`src/rtl/memory_stage_if.sv`:
```
`default_nettype none
// +------------------------------------------------------------------+
// | memory_stage_if                                                   |
// | Data-memory request/response bus between memory_stage and memory. |
// | Rev 1.0 - initial release                                         |
// +------------------------------------------------------------------+
interface memory_stage_if;
  logic        memReq;
  logic        memWr;
  logic [15:0] memAddr;
  logic [15:0] memDataOut;
  logic        memReady;
  logic [15:0] memDataIn;

  // Pipeline side issues requests
  modport master (
    output memReq, memWr, memAddr, memDataOut,
    input  memReady, memDataIn
  );

  // Memory side answers them
  modport slave (
    input  memReq, memWr, memAddr, memDataOut,
    output memReady, memDataIn
  );
endinterface
`default_nettype wire

```
`src/rtl/memory_stage.sv`:
```
`default_nettype none
// +------------------------------------------------------------------+
// | memory_stage                                                      |
// | Pipeline memory stage: one load/store at a time over a req/ready |
// | handshake, stalls upstream, flags unaligned/illegal accesses,    |
// | memory timeouts and halt.                                         |
// | Rev 1.0 - initial release                                         |
// +------------------------------------------------------------------+
module memory_stage #(
  parameter int unsigned TIMEOUT = 15
) (
  input  logic                  clk,
  input  logic                  rst,
  input  logic [15:0]           aluResult_i,
  input  logic [15:0]           writeData_i,
  input  logic                  memRead_i,
  input  logic                  memWrite_i,
  input  logic                  halt_i,
  memory_stage_if.master        mem,
  output logic [15:0]           readData_o,
  output logic                  stall_o,
  output logic                  done_o,
  output logic                  err_o,
  output logic                  halted_o
);

  typedef enum logic [2:0] {
    S_IDLE = 3'd0,
    S_BUSY = 3'd1,
    S_DONE = 3'd2,
    S_ERR  = 3'd3,
    S_HALT = 3'd4
  } state_t;

  // Counter value at which the current BUSY cycle is the last one allowed
  localparam logic [7:0] C_TO_LAST = 8'(TIMEOUT - 1);

  state_t      state_q, state_d;
  logic [7:0]  cnt_q, cnt_d;
  logic [15:0] addr_q, addr_d;
  logic [15:0] wdata_q, wdata_d;
  logic [15:0] rdata_q, rdata_d;
  logic        wr_q, wr_d;
  logic        req_q, done_q, err_q, halted_q;
  logic        w_valid;

  // Exactly one of load/store makes a usable access
  assign w_valid = memRead_i ^ memWrite_i;

  // Next-state, datapath capture and combinational stall
  always_comb begin
    state_d = state_q;
    cnt_d   = cnt_q;
    addr_d  = addr_q;
    wdata_d = wdata_q;
    rdata_d = rdata_q;
    wr_d    = wr_q;
    stall_o = 1'b0;
    case (state_q)
      S_IDLE: begin
        if (halt_i) begin
          state_d = S_HALT;
        end else if (memRead_i && memWrite_i) begin
          state_d = S_ERR;
        end else if (w_valid && aluResult_i[0]) begin
          state_d = S_ERR;
        end else if (w_valid) begin
          stall_o = 1'b1;
          addr_d  = aluResult_i;
          wdata_d = writeData_i;
          wr_d    = memWrite_i;
          cnt_d   = '0;
          state_d = S_BUSY;
        end
      end
      S_BUSY: begin
        stall_o = 1'b1;
        if (mem.memReady) begin
          state_d = S_DONE;
          if (!wr_q) rdata_d = mem.memDataIn;
        end else if (cnt_q == C_TO_LAST) begin
          state_d = S_ERR;
        end else begin
          cnt_d = cnt_q + 8'd1;
        end
      end
      S_DONE: state_d = S_IDLE;
      S_ERR:  stall_o = 1'b1;
      S_HALT: stall_o = 1'b1;
      default: state_d = S_IDLE;
    endcase
  end

  // State and datapath registers; status outputs registered from next state
  always_ff @(posedge clk) begin
    if (rst) begin
      state_q  <= S_IDLE;
      cnt_q    <= '0;
      addr_q   <= '0;
      wdata_q  <= '0;
      rdata_q  <= '0;
      wr_q     <= 1'b0;
      req_q    <= 1'b0;
      done_q   <= 1'b0;
      err_q    <= 1'b0;
      halted_q <= 1'b0;
    end else begin
      state_q  <= state_d;
      cnt_q    <= cnt_d;
      addr_q   <= addr_d;
      wdata_q  <= wdata_d;
      rdata_q  <= rdata_d;
      wr_q     <= wr_d;
      req_q    <= (state_d == S_BUSY);
      done_q   <= (state_d == S_DONE);
      err_q    <= (state_d == S_ERR);
      halted_q <= (state_d == S_HALT);
    end
  end

  assign mem.memReq     = req_q;
  assign mem.memWr      = wr_q;
  assign mem.memAddr    = addr_q;
  assign mem.memDataOut = wdata_q;
  assign readData_o     = rdata_q;
  assign done_o         = done_q;
  assign err_o          = err_q;
  assign halted_o       = halted_q;

endmodule
`default_nettype wire
```
`src/flat_wrapper.sv`:
```
// flat-port wrapper written by rule: the top's interface ports become plain ports
module memory_stage_flat 
#(
  parameter int unsigned TIMEOUT = 15
)
  (clk, rst, aluResult_i, writeData_i, memRead_i, memWrite_i, halt_i, readData_o, stall_o, done_o, err_o, halted_o, mem_memReq, mem_memWr, mem_memAddr, mem_memDataOut, mem_memReady, mem_memDataIn);
  memory_stage_if mem_i ();
  input  logic clk;
  input  logic rst;
  input  logic [15:0] aluResult_i;
  input  logic [15:0] writeData_i;
  input  logic memRead_i;
  input  logic memWrite_i;
  input  logic halt_i;
  output logic [15:0] readData_o;
  output logic stall_o;
  output logic done_o;
  output logic err_o;
  output logic halted_o;
  output wire logic [$bits(mem_i.memReq)-1:0] mem_memReq;
  output wire logic [$bits(mem_i.memWr)-1:0] mem_memWr;
  output wire logic [$bits(mem_i.memAddr)-1:0] mem_memAddr;
  output wire logic [$bits(mem_i.memDataOut)-1:0] mem_memDataOut;
  input wire logic [$bits(mem_i.memReady)-1:0] mem_memReady;
  input wire logic [$bits(mem_i.memDataIn)-1:0] mem_memDataIn;
  assign mem_memReq = mem_i.memReq;
  assign mem_memWr = mem_i.memWr;
  assign mem_memAddr = mem_i.memAddr;
  assign mem_memDataOut = mem_i.memDataOut;
  assign mem_i.memReady = mem_memReady;
  assign mem_i.memDataIn = mem_memDataIn;
  memory_stage #(.TIMEOUT(TIMEOUT)) u_core (.clk(clk), .rst(rst), .aluResult_i(aluResult_i), .writeData_i(writeData_i), .memRead_i(memRead_i), .memWrite_i(memWrite_i), .halt_i(halt_i), .mem(mem_i), .readData_o(readData_o), .stall_o(stall_o), .done_o(done_o), .err_o(err_o), .halted_o(halted_o));
endmodule
```
`config.mk`:
```
export PLATFORM = sky130hd
export DESIGN_NAME = memory_stage_flat
export DESIGN_NICKNAME = d
export VERILOG_FILES = /design/src/rtl/memory_stage_if.sv /design/src/rtl/memory_stage.sv /design/src/flat_wrapper.sv
export SDC_FILE = /design/constraint.sdc
export NUM_CORES = 1
export LEC_CHECK = 0
export ABC_AREA = 0
export BUFFER_PORTS_ARGS = -buffer_cell sky130_fd_sc_hd__buf_2
export CAP_MARGIN = 20
export CORE_MARGIN = 2
export CORE_UTILIZATION = 40
export CTS_BUF_LIST = sky130_fd_sc_hd__clkbuf_8
export CTS_CLUSTER_SIZE = 28
export DETAILED_ROUTE_END_ITERATION = 10
export GPL_ROUTABILITY_DRIVEN = 0
export GPL_TIMING_DRIVEN = 0
export HOLD_SLACK_MARGIN = 0.02
export MAX_ROUTING_LAYER = met4
export PLACE_DENSITY = 0.72
export SLEW_MARGIN = 20
export SYNTH_ARGS = -nofsm -noshare
export SYNTH_HDL_FRONTEND = slang
export SYNTH_SLANG_ARGS = --single-unit
```
`constraint.sdc`:
```
create_clock -name clk -period 2.1 [get_ports clk]
set_input_delay 0.42 -clock clk [delete_from_list [all_inputs] [get_ports clk]]
set_output_delay 0.42 -clock clk [all_outputs]
set_load 0.01 [all_outputs]
```
Yosys cells after proc, flatten, opt, wreduce, memory -nomap -nowiden. Index checks and enable logic that the tools add are counted.

$add $sub $neg: 1. Eq/ne operators: 14. Mux-type cells: 19. Bitwise gates (word level): 5. Reductions and logical operators: 9.

Operators by type and width (number): two-way mux 8 bit (6); two-way mux 3 bit (6); case mux 8 bit (2 select lines) (1); != test 2 bit, second input constant (5); equality test 3 x 2 -> 1 bit, second input constant (3); case mux 3 bit (3 select lines) (1); adder 8 x 1 -> 8 bit, second input constant (1); equality test 8 x 4 -> 1 bit, second input constant (1); AND reduction 7 bit (1); equality test 3 x 1 -> 1 bit, second input constant (2); equality test 3 bit, second input constant (2); AND reduction 5 bit (1); two-way mux 1 bit (4); inverter 1 bit (4); zero test 3 bit (1); AND reduction 3 bit (1); OR reduction 3 bit (1); logical AND 1 bit (2); != test 2 x 1 -> 1 bit, second input constant (1); case mux 1 bit (2 select lines) (1); nonzero test 2 bit (1); OR reduction 2 bit (1); bitwise XOR 1 bit (1).

Flip-flop bits (word level): 64. Bits of input ports: 54. Output and inout bits: 54. Word-level logic and storage cells: 58.

Logic depth before layout (Yosys ltp).
Word-level depth: 7. Mapped depth: 7. Depth with buffers taken out: 6.

Least setup slack after synthesis. OpenSTA, ideal clock, no wires.

Path type: in2reg. Start point: in memRead_i. End point: reg u_core.cnt_q[2]. Setup time: 0.070 ns. Arrival time: 1.937 ns. Required time: 2.030 ns. Slack: 0.093 ns. Stages: 7. Buffers on the path: 1. Cells stage by stage: ha_1 > mux2_2 > o21ai_1 > o211ai_2 > buf_6 > or3_1 > a21oi_1.

Cells in the longest elaborated chain, start to end: 4. Elaborated cells between the ends (all ways): 7. Those cells by class: eq/ne (3); bitwise (1); reduce/logical (3).

RTL lines: from (decl) (line flat_wrapper.sv:12) `input logic memRead_i;`; bitwise XOR 1 bit (line memory_stage.sv:48) `assign w_valid = memRead_i ^ memWrite_i;`; logical AND 1 bit (line memory_stage.sv:65) `end else if (w_valid && aluResult_i[0]) begin`; != test 2 bit (no source line); AND reduction 7 bit (no source line) *; to (signal assigned) (line memory_stage.sv:109) `cnt_q <= cnt_d;`; to (decl) (line memory_stage.sv:39) `logic [7:0] cnt_q, cnt_d;`.

Mark *: on every way between the ends. The rest lies on a longest branch, timed or not. A chain may end at the register's enable or synchronous reset.

Worst setup path in the final report.
Start point: reg u_core.state_q[2]. End point: out stall_o.

Cells in the longest elaborated chain, start to end: 3. Elaborated cells between the ends (all ways): 6. Those cells by class: eq/ne (3); mux (1); reduce/logical (2).

RTL lines: from (decl) (line memory_stage.sv:38) `state_t state_q, state_d;`; from (signal assigned) (line memory_stage.sv:108) `state_q <= state_d;`; equality test 3 x 2 -> 1 bit (tied with other cells) (line memory_stage.sv:59) `case (state_q)`; OR reduction 3 bit (no source line); case mux 1 bit (2 select lines) * (line memory_stage.sv:59); to (decl) (line flat_wrapper.sv:16) `output logic stall_o;`.

Marks and branches as above.

==> results.json <==
{
  "overflow": 0,
  "grt.total_usage_pct": 18.3,
  "required_ps": 1680,
  "p_per_area_nw_per_um2": 751,
  "n_antenna_cell": 0,
  "syn2layout_area_growth_pct": 33.5,
  "wl_per_cell_um": 11.8,
  "seq_area_frac_synth_pct": 52.7,
  "cts.sinks": 64,
  "synth-seq-cells": 64,
  "relSlewSlack_pct": 69.4,
  "fmax_ghz": 0.503,
  "dieHeight_um": 82.0,
  "die_area_um2": 6720,
  "cts_root_buf": "clkbuf_8",
  "synth_cell_type_count": 34,
  "crit_fanout": 4,
  "fin_crit_sh_pct": 94.7,
  "crit_family": "simple AND/OR/NAND/NOR gates",
  "cts_hold_buf": 0,
  "antenna_found_initial": 0,
  "max_stage_delay_ps": 340,
  "drt_iter0_markers": 120,
  "synth.avg_cell_area_um2": 8.27,
  "dpl.hpwl_um": 4260,
  "routed_wirelength_um": 5820,
  "multi_input_area_um2": 1050,
  "drive_gt1_share_pct": 33.9,
  "num_vias": 2375,
  "netlist_instances": 294,
  "seq_area_um2": 1280,
  "die_x_um": 82.0,
  "avgViaCountPerCell": 4.84,
  "end_kind": "primary output",
  "fin_nets": 470,
  "grt_max_degree": 11,
  "n_fill_cell": 569,
  "ir_worst_vdd_mv": 0.361,
  "setup_violations": 0,
  "crit_buf_inv": 1,
  "outcome": "complete, no violations",
  "tightest_slew_ps": 459,
  "post-route-min-period_ps": 1990,
  "synth_nets": 351,
  "p_leak_uw": 0.00143,
  "postRouteAntennaNets": 0,
  "placement.io_buffers": 107,
  "power.total_uw": 2440,
  "drt_first_pass_iters": 4,
  "syn_area_um2": 2430,
  "ys_warn_count": 0,
  "whs_ps": 326,
  "slowest_stage": "dfxtp_2",
  "clk_latency_ps": 330,
  "htreeDepth": 3,
  "cts_tree": "yes",
  "grt_setup_unrepaired": "yes",
  "drc_errors": 0,
  "num_io_pins": 108,
  "finalMaxSlewViolations": 0,
  "grt_pass1_vias": 2103,
  "setup_tns_ps": 0,
  "clockBufferDepth": 2,
  "crit_type": "flop to primary output",
  "cp-start-kind": "flop",
  "hold_viol_final": 0,
  "fin_skew_ps": 6.68,
  "rows": 28,
  "crit_chain": "nor4_4, and3_4, nor2_1, o31ai_1, buf_2",
  "clkSlewWorstSetupHoldPaths_ps": 70,
  "cts_buffers": 9,
  "grt_pass1_wl_um": 9160,
  "max_cap_viol_count": 0,
  "crit_arrival_ps": 1570,
  "core-area_um2": 5890,
  "min_path_type": "input port to flop",
  "start_util_pct": 41.3
}
layout by cell type (no fill, tap or decap), types with 2 or more instances in the layout:
master and count:
buf_2 111, nand2_1 103, dfxtp_1 62, a21oi_1 52
clkbuf_8 10, clkbuf_1 9, nor2_1 6, nor4_1 4
o211ai_1 4, or4_1 4, or3_1 4, inv_1 3
buf_6 3, nand2b_1 3, and2_1 3, buf_4 3
nand4_1 3, ha_1 3, clkinv_2 3, nand3_1 2
o21ai_1 2, dfxtp_2 2
registers in the layout, summed over array words and instances (netlist names):
signal                 flops
u_core.err_o               1
u_core.halted_o            1
u_core.mem.memDataOut     16
u_core.state_q             3
u_core.readData_o         16
u_core.cnt_q               8
u_core.mem.memWr           1
u_core.mem.memReq          1
u_core.done_o              1
u_core.mem.memAddr        16
routing by layer:
| metal | wire length [um] | vias up | part of all wire, % | GRT usage [%] |
|---|---|---|---|---|
| met1 | 2550 | 1078 | 44 | 22.2 |
| li1 | - | 1215 | - | - |
| met3 | 375 | 7 | 6.4 | 4.40 |
| met2 | 2830 | 75 | 49 | 29.3 |
| met5 | 0 | - | 0 | - |
| met4 | 62 | 0 | 1.1 | 7.50 |
repair_timing:
action	CTS	global route
setup endpoints to repair	1	2
pin swaps	2	0
gates resized for setup	2	3
setup buffers	2	0
where the power goes:
| part | internal, uW | total [uW] | switching, uW |
|---|---|---|---|
| Combinational | 126 | 281 | 155 |
| Sequential | 1250 | 1270 | 21.8 |
| Clock | 440 | 881 | 440 |
| Total | 1820 | 2440 | 617 |
Yosys cell counts:
cell / number / area [um^2]
nor2b_1: 1 / 6.26
or2_1: 1 / 6.26
buf_6: 3 / 33.8
nand4_1: 3 / 18.8
o31ai_1: 1 / 7.51
ha_1: 3 / 37.5
or2_2: 1 / 6.26
nand2b_1: 3 / 18.8
nor3b_2: 1 / 12.5
nor4_1: 4 / 25.0
buf_2: 4 / 20.0
nor4_4: 1 / 21.3
a311oi_1: 1 / 8.76
mux2_2: 1 / 11.3
nor2_1: 6 / 22.5
a21oi_1: 52 / 260
o21ai_1: 2 / 10.0
o211ai_2: 1 / 12.5
o21ai_0: 1 / 5.00
o21a_1: 1 / 7.51
or3b_1: 1 / 8.76
o211ai_1: 4 / 30.0
buf_4: 1 / 7.51
nand2_1: 103 / 387
nand3_1: 2 / 10.0
and2_1: 3 / 18.8
clkbuf_1: 10 / 37.5
dfxtp_1: 64 / 1280
inv_1: 3 / 11.3
and3_1: 2 / 12.5
o2bb2ai_2: 1 / 15.0
or3_1: 4 / 25.0
nor3_1: 1 / 5.00
or4_1: 4 / 30.0
per-stage QoR:
step	utilization, %	area, um^2	setup WS (ps)	cells
after floorplan	-	2430	92.8	294
after global placement	52.0	3060	-155	476
after detailed placement	52.0	3060	-181	476
after CTS	55.0	3240	82.0	491
after global routing	55.1	3250	-24.7	491
final	55.1	3250	111	491
worst reg2reg max path: stages (launching register included):
cell,delay [ps]
dfxtp_1,440
inv_1,70
ha_1,210
a311oi_2,280
o211ai_2,200
buf_6,190
or3_1,300
a21oi_1,140
final timing paths:
path | cells after the start | slack, ps | endpoint | startpoint
setup / recovery | 5 | 110 | stall_o | u_core.state_q[2]$_SDFF_PP0_
hold / removal | 3 | 330 | u_core.mem.memAddr[10]$_SDFFE_PP0P_ | aluResult_i[10]
setup reg to reg | 7 | 220 | u_core.cnt_q[2]$_SDFFE_PP0P_ | u_core.cnt_q[0]$_SDFFE_PP0P_
hold reg to reg | 2 | 450 | u_core.mem.memAddr[10]$_SDFFE_PP0P_ | u_core.mem.memAddr[10]$_SDFFE_PP0P_
kinds of logic after synthesis:
family / count (synthesis) / synth area share [%]
AOI/OAI and AO/OA: 64 / 14.7
adders and majority gates: 3 / 1.54
buffers and inverters: 21 / 4.53
DFF: 64 / 52.7
muxes: 1 / 0.463
and+or+nand+nor: 141 / 26.1
area by class of cell:
class                           instances  share of cell area (%)
Timing Repair Buffer                  109                    17.0
Clock inverter                          4                   0.694
Clock buffer                           10                    4.24
Sequential cell                        64                    39.6
Tap cell                               75                    2.89
Buffer                                 17                    2.93
Inverter                                3                   0.347
Multi-Input combinational cell        209                    32.4
Power figures use the tool's default switching activity.
